File: src/rtl/bind_direct_mapper.sv
// bind_direct_mapper: address sequencer for hypervector binding.
// For each element word i it reads A[i] and B[i] from a single-port RAM
// view, streams the pair through the element-multiplication kernel
// (first word = A, last word = B), and writes the kernel result to C[i].
// Optional simulation checks are compiled in when BIND_MAPPER_SVA_EN is
// defined; the synthesized logic is the same either way.
module bind_direct_mapper #(
  parameter int HV_DATA_WIDTH          = 32,
  parameter int HV_ADDRESS_WIDTH       = 5,
  parameter int MAX_HYPERVECTOR_LENGTH = 4
) (
  input  logic                        clk,
  input  logic                        reset_n,
  input  logic                        valid,
  input  logic [HV_ADDRESS_WIDTH-1:0] hva,
  input  logic [HV_ADDRESS_WIDTH-1:0] hvb,
  input  logic [HV_ADDRESS_WIDTH-1:0] hvc,
  input  logic [HV_ADDRESS_WIDTH-1:0] hv_offset,
  output logic                        we_n,
  output logic [HV_ADDRESS_WIDTH-1:0] address,
  output logic [HV_DATA_WIDTH-1:0]    data_wr,
  input  logic [HV_DATA_WIDTH-1:0]    data_rd,
  output logic                        done,
  output logic                        k_valid,
  output logic                        k_first,
  output logic                        k_last,
  output logic [HV_DATA_WIDTH-1:0]    k_data_in,
  input  logic [HV_DATA_WIDTH-1:0]    k_data_out,
  input  logic                        k_ready,
  input  logic                        k_done
);

  localparam int AW    = HV_ADDRESS_WIDTH;
  localparam int DW    = HV_DATA_WIDTH;
  localparam int IDX_W = (MAX_HYPERVECTOR_LENGTH > 1) ? $clog2(MAX_HYPERVECTOR_LENGTH) : 1;
  localparam logic [IDX_W-1:0] LAST_IDX = IDX_W'(MAX_HYPERVECTOR_LENGTH - 1);

  localparam logic [3:0] S_IDLE   = 4'd0;
  localparam logic [3:0] S_RD_A   = 4'd1;
  localparam logic [3:0] S_RD_B   = 4'd2;
  localparam logic [3:0] S_CAP_B  = 4'd3;
  localparam logic [3:0] S_SEND_A = 4'd4;
  localparam logic [3:0] S_SEND_B = 4'd5;
  localparam logic [3:0] S_WAIT_K = 4'd6;
  localparam logic [3:0] S_WRITE  = 4'd7;
  localparam logic [3:0] S_DONE   = 4'd8;

  logic [3:0]       state_q, state_d;
  logic [IDX_W-1:0] i_q, i_d;
  // Base addresses are stored with the offset already folded in, so each
  // access only needs one add of the element index (wrapping naturally).
  logic [AW-1:0]    a_base_q, a_base_d;
  logic [AW-1:0]    b_base_q, b_base_d;
  logic [AW-1:0]    c_base_q, c_base_d;
  logic [DW-1:0]    a_q, a_d;
  logic [DW-1:0]    b_q, b_d;
  logic [DW-1:0]    r_q, r_d;

  // Next-state and datapath capture decisions
  always_comb begin
    state_d  = state_q;
    i_d      = i_q;
    a_base_d = a_base_q;
    b_base_d = b_base_q;
    c_base_d = c_base_q;
    a_d      = a_q;
    b_d      = b_q;
    r_d      = r_q;
    case (state_q)
      S_IDLE: begin
        if (valid) begin
          i_d      = '0;
          a_base_d = hva + hv_offset;
          b_base_d = hvb + hv_offset;
          c_base_d = hvc + hv_offset;
          state_d  = S_RD_A;
        end
      end
      S_RD_A:   state_d = S_RD_B;
      S_RD_B: begin
        a_d     = data_rd;
        state_d = S_CAP_B;
      end
      S_CAP_B: begin
        b_d     = data_rd;
        state_d = S_SEND_A;
      end
      S_SEND_A: if (k_ready) state_d = S_SEND_B;
      S_SEND_B: if (k_ready) state_d = S_WAIT_K;
      S_WAIT_K: begin
        if (k_done) begin
          r_d     = k_data_out;
          state_d = S_WRITE;
        end
      end
      S_WRITE: begin
        if (i_q == LAST_IDX) begin
          state_d = S_DONE;
        end else begin
          i_d     = i_q + 1'b1;
          state_d = S_RD_A;
        end
      end
      S_DONE:   if (!valid) state_d = S_IDLE;
      default:  state_d = S_IDLE;
    endcase
  end

  // State and datapath registers with synchronous active-low reset
  always_ff @(posedge clk) begin
    if (!reset_n) begin
      state_q  <= S_IDLE;
      i_q      <= '0;
      a_base_q <= '0;
      b_base_q <= '0;
      c_base_q <= '0;
      a_q      <= '0;
      b_q      <= '0;
      r_q      <= '0;
    end else begin
      state_q  <= state_d;
      i_q      <= i_d;
      a_base_q <= a_base_d;
      b_base_q <= b_base_d;
      c_base_q <= c_base_d;
      a_q      <= a_d;
      b_q      <= b_d;
      r_q      <= r_d;
    end
  end

  // Outputs decoded purely from registered state; idle values everywhere else
  always_comb begin
    we_n      = 1'b1;
    address   = '0;
    data_wr   = '0;
    done      = 1'b0;
    k_valid   = 1'b0;
    k_first   = 1'b0;
    k_last    = 1'b0;
    k_data_in = '0;
    case (state_q)
      S_RD_A: address = a_base_q + AW'(i_q);
      S_RD_B: address = b_base_q + AW'(i_q);
      S_SEND_A: begin
        k_valid   = 1'b1;
        k_first   = 1'b1;
        k_data_in = a_q;
      end
      S_SEND_B: begin
        k_valid   = 1'b1;
        k_last    = 1'b1;
        k_data_in = b_q;
      end
      S_WRITE: begin
        we_n    = 1'b0;
        address = c_base_q + AW'(i_q);
        data_wr = r_q;
      end
      S_DONE:  done = 1'b1;
      default: ;
    endcase
  end

`ifdef BIND_MAPPER_SVA_EN
  // True when the L-word window starting at x partially overlaps the one at
  // y (modulo the address space); identical windows are not flagged.
  function automatic logic ranges_overlap(input logic [AW-1:0] x, input logic [AW-1:0] y);
    logic [AW-1:0] d;
    int unsigned   fwd;
    int unsigned   bwd;
    d   = x - y;
    fwd = int'(d);
    bwd = (1 << AW) - fwd;
    return (fwd != 0) && ((fwd < MAX_HYPERVECTOR_LENGTH) || (bwd < MAX_HYPERVECTOR_LENGTH));
  endfunction

  a_first_last_excl: assert property (@(posedge clk) disable iff (!reset_n) !(k_first && k_last))
    else $error("k_first and k_last asserted together");
  a_write_only_in_write: assert property (@(posedge clk) disable iff (!reset_n) !we_n |-> (state_q == S_WRITE))
    else $error("we_n low outside WRITE");
  a_done_no_write: assert property (@(posedge clk) disable iff (!reset_n) done |-> we_n)
    else $error("done high while writing");

  // Flag partially overlapping result windows at the moment a command starts
  always_ff @(posedge clk) begin
    if (reset_n && (state_q == S_IDLE) && valid) begin
      if (ranges_overlap(hvc, hva) || ranges_overlap(hvc, hvb))
        $warning("result window partially overlaps an operand window");
    end
  end
`endif

endmodule

File: config.mk
export PLATFORM = sky130hd
export DESIGN_NAME = bind_direct_mapper
export DESIGN_NICKNAME = d
export VERILOG_FILES = /design/src/rtl/bind_direct_mapper.sv
export SDC_FILE = /design/constraint.sdc
export NUM_CORES = 1
export LEC_CHECK = 0
export ABC_AREA = 0
export CAP_MARGIN = 20
export CORE_AREA = 3 3 109 111
export DETAILED_ROUTE_END_ITERATION = 10
export DIE_AREA = 0 0 112 114
export HOLD_SLACK_MARGIN = 0.03
export PLACE_DENSITY_LB_ADDON = 0.3
export SYNTH_ARGS = -nofsm -noshare
export SYNTH_HDL_FRONTEND = slang
export SYNTH_SLANG_ARGS = --single-unit
File: constraint.sdc
create_clock -name clk -period 4.6 [get_ports clk]
set_input_delay 1.38 -clock clk [delete_from_list [all_inputs] [get_ports clk]]
set_output_delay 1.38 -clock clk [all_outputs]
set_load 0.05 [all_outputs]
* Word level (Yosys, flattened, before mapping)
Index checks and enable logic that the tools add are counted. Widths: inputs -> output; s select.
Operators by class: equal/unequal tests 15, reduce and logical (&&, ||, !) cells 7, muxes and demuxes 18, add/subtract/negate cells 7
Operator list (count):
- $pmux 32 s2 | 1
- $pmux 4 s9 | 1
- $mux 32 | 1
- $mux 4 | 6
- $eq 4x3->1 const B | 4
- $add 5x2->5 | 3
- $add 5x5->5 | 3
- $pmux 5 s3 | 1
- $ne 2x2->1 const B | 6
- $eq 4x2->1 const B | 2
- $mux 1 | 5
- $reduce_and 5->1 | 1
- $eq 4x1->1 const B | 1
- $eq 4x4->1 const B | 1
- $logic_not 4->1 | 1
- $mux 2 | 2
- $pmux 2 s2 | 1
- $reduce_and 2->1 | 2
- $reduce_and 3->1 | 1
- $add 2x1->2 const B | 1
- $eq 2x2->1 const B | 1
- $reduce_bool 2->1 | 1
- $reduce_or 2->1 | 1
Word-level totals: register bits after elaboration 117, input bits 89, output and inout bits 74, word-level logic and storage cells 55

* Longest topological paths before layout
depth after elaboration 3, depth in mapped cells 11, mapped depth without buffers 9

* Least setup slack after synthesis
No wires, ideal clock.
path kind register to output, start point reg state_q[0], end point out address[2], data arrival time 2949 ps, path buffers 3, cell stages (with the launch flop) 11, data required time 3220 ps, path slack 271 ps, cell sequence dfxtp_1 buf_4 and4b_4 buf_2 clkbuf_1 a22oi_1 nand2_1 ha_1 fa_1 a21boi_2 nor3_1
On the way: cells in the longest elaborated chain, start to end 2, elaborated cells on any way between the ends 4
Ends and longest elaborated chain:
- start, declared | line 48 | logic [3:0] state_q, state_d;
- start signal, assigned | line 121 | state_q <= state_d;
- $eq 4x3->1 (tied with other cells) | line 142 | case (state_q)
- $pmux 5 s3 * | line 142
- end, declared | line 20 | output logic [HV_ADDRESS_WIDTH-1:0] address,
Every way passes the cells marked *; elsewhere a longest branch is shown, timed or not.

* Worst setup path in the final report
start point reg state_q[2], end point out address[4]
The elaborated chain is that of the path after synthesis.

==> results.py <==
metrics = {
    "status": {
        "run_status": "complete, no violations",
    },
    "finish": {
        "most-common-layout-cells": "216 x sky130_fd_sc_hd__nand2_1, 124 x sky130_fd_sc_hd__clkdlybuf4s50_1, 115 x sky130_fd_sc_hd__a21oi_1, 114 x sky130_fd_sc_hd__dfxtp_1, 36 x sky130_fd_sc_hd__buf_12",
        "ant_cells": 0,
        "areaGrowthSynthToFinish_pct": 49.8,
        "nFillCells": 788,
        "final_cell_area_um2": 8090,
        "multi_input_area_um2": 2790,
        "layout-drive-gt1-share": 0.116,
        "instances_no_fill": 984,
        "leading_cell_type_in_the_layout_fill_and_taps_excluded": "sky130_fd_sc_hd__nand2_1",
        "finalNetCount": 939,
        "final-seq-area_um2": 2350,
    },
    "sta": {
        "final_setup_violations": 0,
        "fin_setup_tns_ps": 0,
        "setup_repair_after_global_routing_missed_its_margin": "no",
        "slew_violations": 0,
        "timing_worst_slew_pin_value_ps": 675,
        "maxSlewHeadroom": 0.549,
        "skew_ps": 9.01,
        "finalWorstPathRequiredPeriod_ps": 4460,
        "timing.fmax_ghz": 0.224,
        "timing.final.crit_share": 0.969,
        "report.final.hold_viol_count": 0,
    },
    "logic_synthesis": {
        "post_synth_mux_area_share": 0,
        "synth_edf_count": 0,
        "yosysUniqueCellTypes": 43,
        "synth-simple-area-share": 0.240,
        "synthesized_instance_count": 686,
        "synth.yosys.warnings": 0,
        "area_share_of_xor_xnor_cells_in_the_synthesized_design": 0.0227,
        "synth-main-ff-cell": "sky130_fd_sc_hd__dfxtp_1",
        "mappedNetlistNets": 794,
        "synth_seq_cells": 117,
        "adder_cell_share_of_the_synthesized_area": 0.0496,
        "synth_top_family_by_area": "simple AND/OR/NAND/NOR gates",
        "synth_compound_area_frac": 0.199,
        "ys_seq_area_frac": 0.434,
        "postSynth.asyncResetShare": 0,
        "synthesis.area_um2": 5400,
        "synthesis.area_per_instance_um2": 7.87,
    },
    "placement": {
        "io_buffer_count": 162,
        "dp.cells": 949,
        "gp_congestion": 0.902,
        "post-dp-hpwl_um": 10400,
        "placed_cell_area_um2": 7440,
    },
    "routing": {
        "routed-via-count": 5307,
        "drt-pass1-iter-count": 5,
        "drt-initial-drc-count": 298,
        "drc": 0,
        "viasPerCell": 5.39,
        "route.antenna.remaining_nets": 0,
        "drt-wirelength-per-cell_um": 15.5,
        "total_length_of_routed_wires_um": 15200,
    },
    "power": {
        "max-vdd-ir-drop_mv": 0.255,
        "leakage_nw": 2.98,
        "power_density_nw_per_um2": 410,
    },
    "clock_tree": {
        "cts.path.max_buffers": 2,
        "cts_inserted_buffers": 17,
        "numClockSinks": 117,
        "clock_latency_ps": 510,
        "worst_setup_hold_path_clk_slew_ps": 60,
        "tritoncts": "yes",
        "h_tree_level_count": 4,
        "cts.root.buffer_cell": "sky130_fd_sc_hd__clkbuf_8",
    },
    "floorplanning": {
        "num_io_pins": 163,
        "starting_density_of_the_core": 0.496,
        "die_x_um": 112,
        "fp.coreArea_um2": 10900,
        "floorplan.die_area_um2": 12800,
        "die_h_um": 114,
        "floorplan.rows": 38,
    },
    "global_route": {
        "grt.total_usage": 0.236,
        "grt_antenna_before_repair": 0,
        "first_pass_grt_wire_length_um": 24700,
        "grt_remaining_overflow": 0,
        "grt_pass1_vias": 5267,
        "grt_start_max_net_pins": 47,
    },
    "critical_path": {
        "timing_worst_setup_path_type": "flip-flop to primary output",
        "path_common_cell": "sky130_fd_sc_hd__buf_4",
        "worst_ep_required_ps": 3220,
        "path_delay_family": "compound AO/OA/AOI/OAI gates",
        "ordered_list_of_cells_on_the_worst_path": "buf_4, nor4b_4, buf_4, a22oi_1, nand2_1, ha_1, fa_1, a21boi_2, a211oi_2, a31o_1, buf_12",
        "worst_path_buffer_plus_inverter_count": 3,
        "setup.worst_path.end_class": "primary output",
        "critPathMaxFanout": 12,
        "worst_ep_arrival_time_ps": 3080,
        "critical-path-slowest-cell": "sky130_fd_sc_hd__dfxtp_1",
        "worstSetupStartpointType": "flip-flop",
        "critical_path.max_stage_delay_ps": 430,
    },
    "run": {
        "timing.max_cap.violations": 0,
    },
    "min_path": {
        "holdCritPathClass": "flip-flop to flip-flop",
    },
}
[synth_stat cells (2+ instances only)]
library cell,count,area share
sky130_fd_sc_hd__buf_2,18,0.017
sky130_fd_sc_hd__nor3_1,5,0.0046
sky130_fd_sc_hd__buf_6,2,0.0042
sky130_fd_sc_hd__ha_1,15,0.035
sky130_fd_sc_hd__inv_1,13,0.0090
sky130_fd_sc_hd__o21ai_0,4,0.0037
sky130_fd_sc_hd__a21o_1,7,0.0097
sky130_fd_sc_hd__xor2_1,4,0.0065
sky130_fd_sc_hd__nand2b_1,3,0.0035
sky130_fd_sc_hd__buf_4,5,0.0070
sky130_fd_sc_hd__xnor2_1,10,0.016
sky130_fd_sc_hd__a22o_1,34,0.055
sky130_fd_sc_hd__clkbuf_1,25,0.017
sky130_fd_sc_hd__nor2_1,19,0.013
sky130_fd_sc_hd__and2_1,33,0.038
sky130_fd_sc_hd__a21oi_1,115,0.11
sky130_fd_sc_hd__a22oi_1,4,0.0056
sky130_fd_sc_hd__nand2_1,216,0.15
sky130_fd_sc_hd__fa_1,4,0.015
sky130_fd_sc_hd__a211oi_1,6,0.0083
sky130_fd_sc_hd__nand3_1,6,0.0056
sky130_fd_sc_hd__dfxtp_1,117,0.43
[registers in the layout, indices dropped and copies added (netlist names)]
| signal | cells |
|---|---|
| a_base_q | 5 |
| a_q | 32 |
| b_q | 32 |
| i_q | 2 |
| c_base_q | 5 |
| r_q | 32 |
| b_base_q | 5 |
| state_q | 4 |
[cells by family (layout without fill, tap and decap cells)]
group	Yosys count	in the layout
AOI/OAI and AO/OA	176	176
xor gates and xnor gates	14	14
adders and majority gates	19	19
buffers and inverters	64	220
DFF	117	117
and+or+nand+nor	296	298
[final timing paths]
check	to	slack, ps	cells past startpoint	startpoint
max reg2reg	state_q[0]	2650	5	state_q[1]
min reg2reg	r_q[24]	450	2	r_q[24]
max	address[4]	140	11	state_q[2]
min	r_q[24]	450	2	r_q[24]
[what timing repair did]
item	CTS	global route
setup endpoints to repair	2	2
setup buffers	1	0
gates resized for setup	2	1
cloned	1	1
hold buffers	0	0
pin swaps	1	0
[final cells by class]
class,instances,area share
Multi-Input combinational cell,507,0.345
Sequential cell,117,0.290
Timing Repair Buffer,174,0.260
Clock buffer,19,0.0546
Tap cell,140,0.0217
Clock inverter,13,0.0212
Inverter,14,0.00665
[metal layers]
layer / GRT usage / share of wire / up-vias
li1: - / - / 2586
met1: 0.287 / 0.41 / 2460
met2: 0.396 / 0.48 / 233
met3: 0.0759 / 0.092 / 28
met4: 0.0849 / 0.019 / 0
met5: 0 / 0 / -
[worst min-delay path, stage by stage, from the launching register on]
cell and delay, ps:
sky130_fd_sc_hd__dfxtp_1 300, sky130_fd_sc_hd__nand2_1 50, sky130_fd_sc_hd__a21oi_1 50
[power breakdown]
group	switching [mW]	total, mW	internal, mW
sequential	0.103	1.23	1.13
clock	0.489	1.35	0.860
combinational	0.433	0.736	0.303
total	1.03	3.32	2.29
[metrics by stage]
| step | hold WS [ps] | setup WS (ps) | total power [mW] | utilization |
|---|---|---|---|---|
| after floorplan | 432 | 271 | 1.71 | - |
| after global placement | 437 | 574 | 1.92 | 0.678 |
| after detailed placement | 442 | 414 | 1.97 | 0.684 |
| after CTS | 450 | 18.6 | 3.33 | 0.742 |
| after global routing | 471 | 24.9 | 3.47 | 0.743 |
| final | 451 | 143 | 3.32 | 0.743 |
Power figures use the tool's default switching activity.
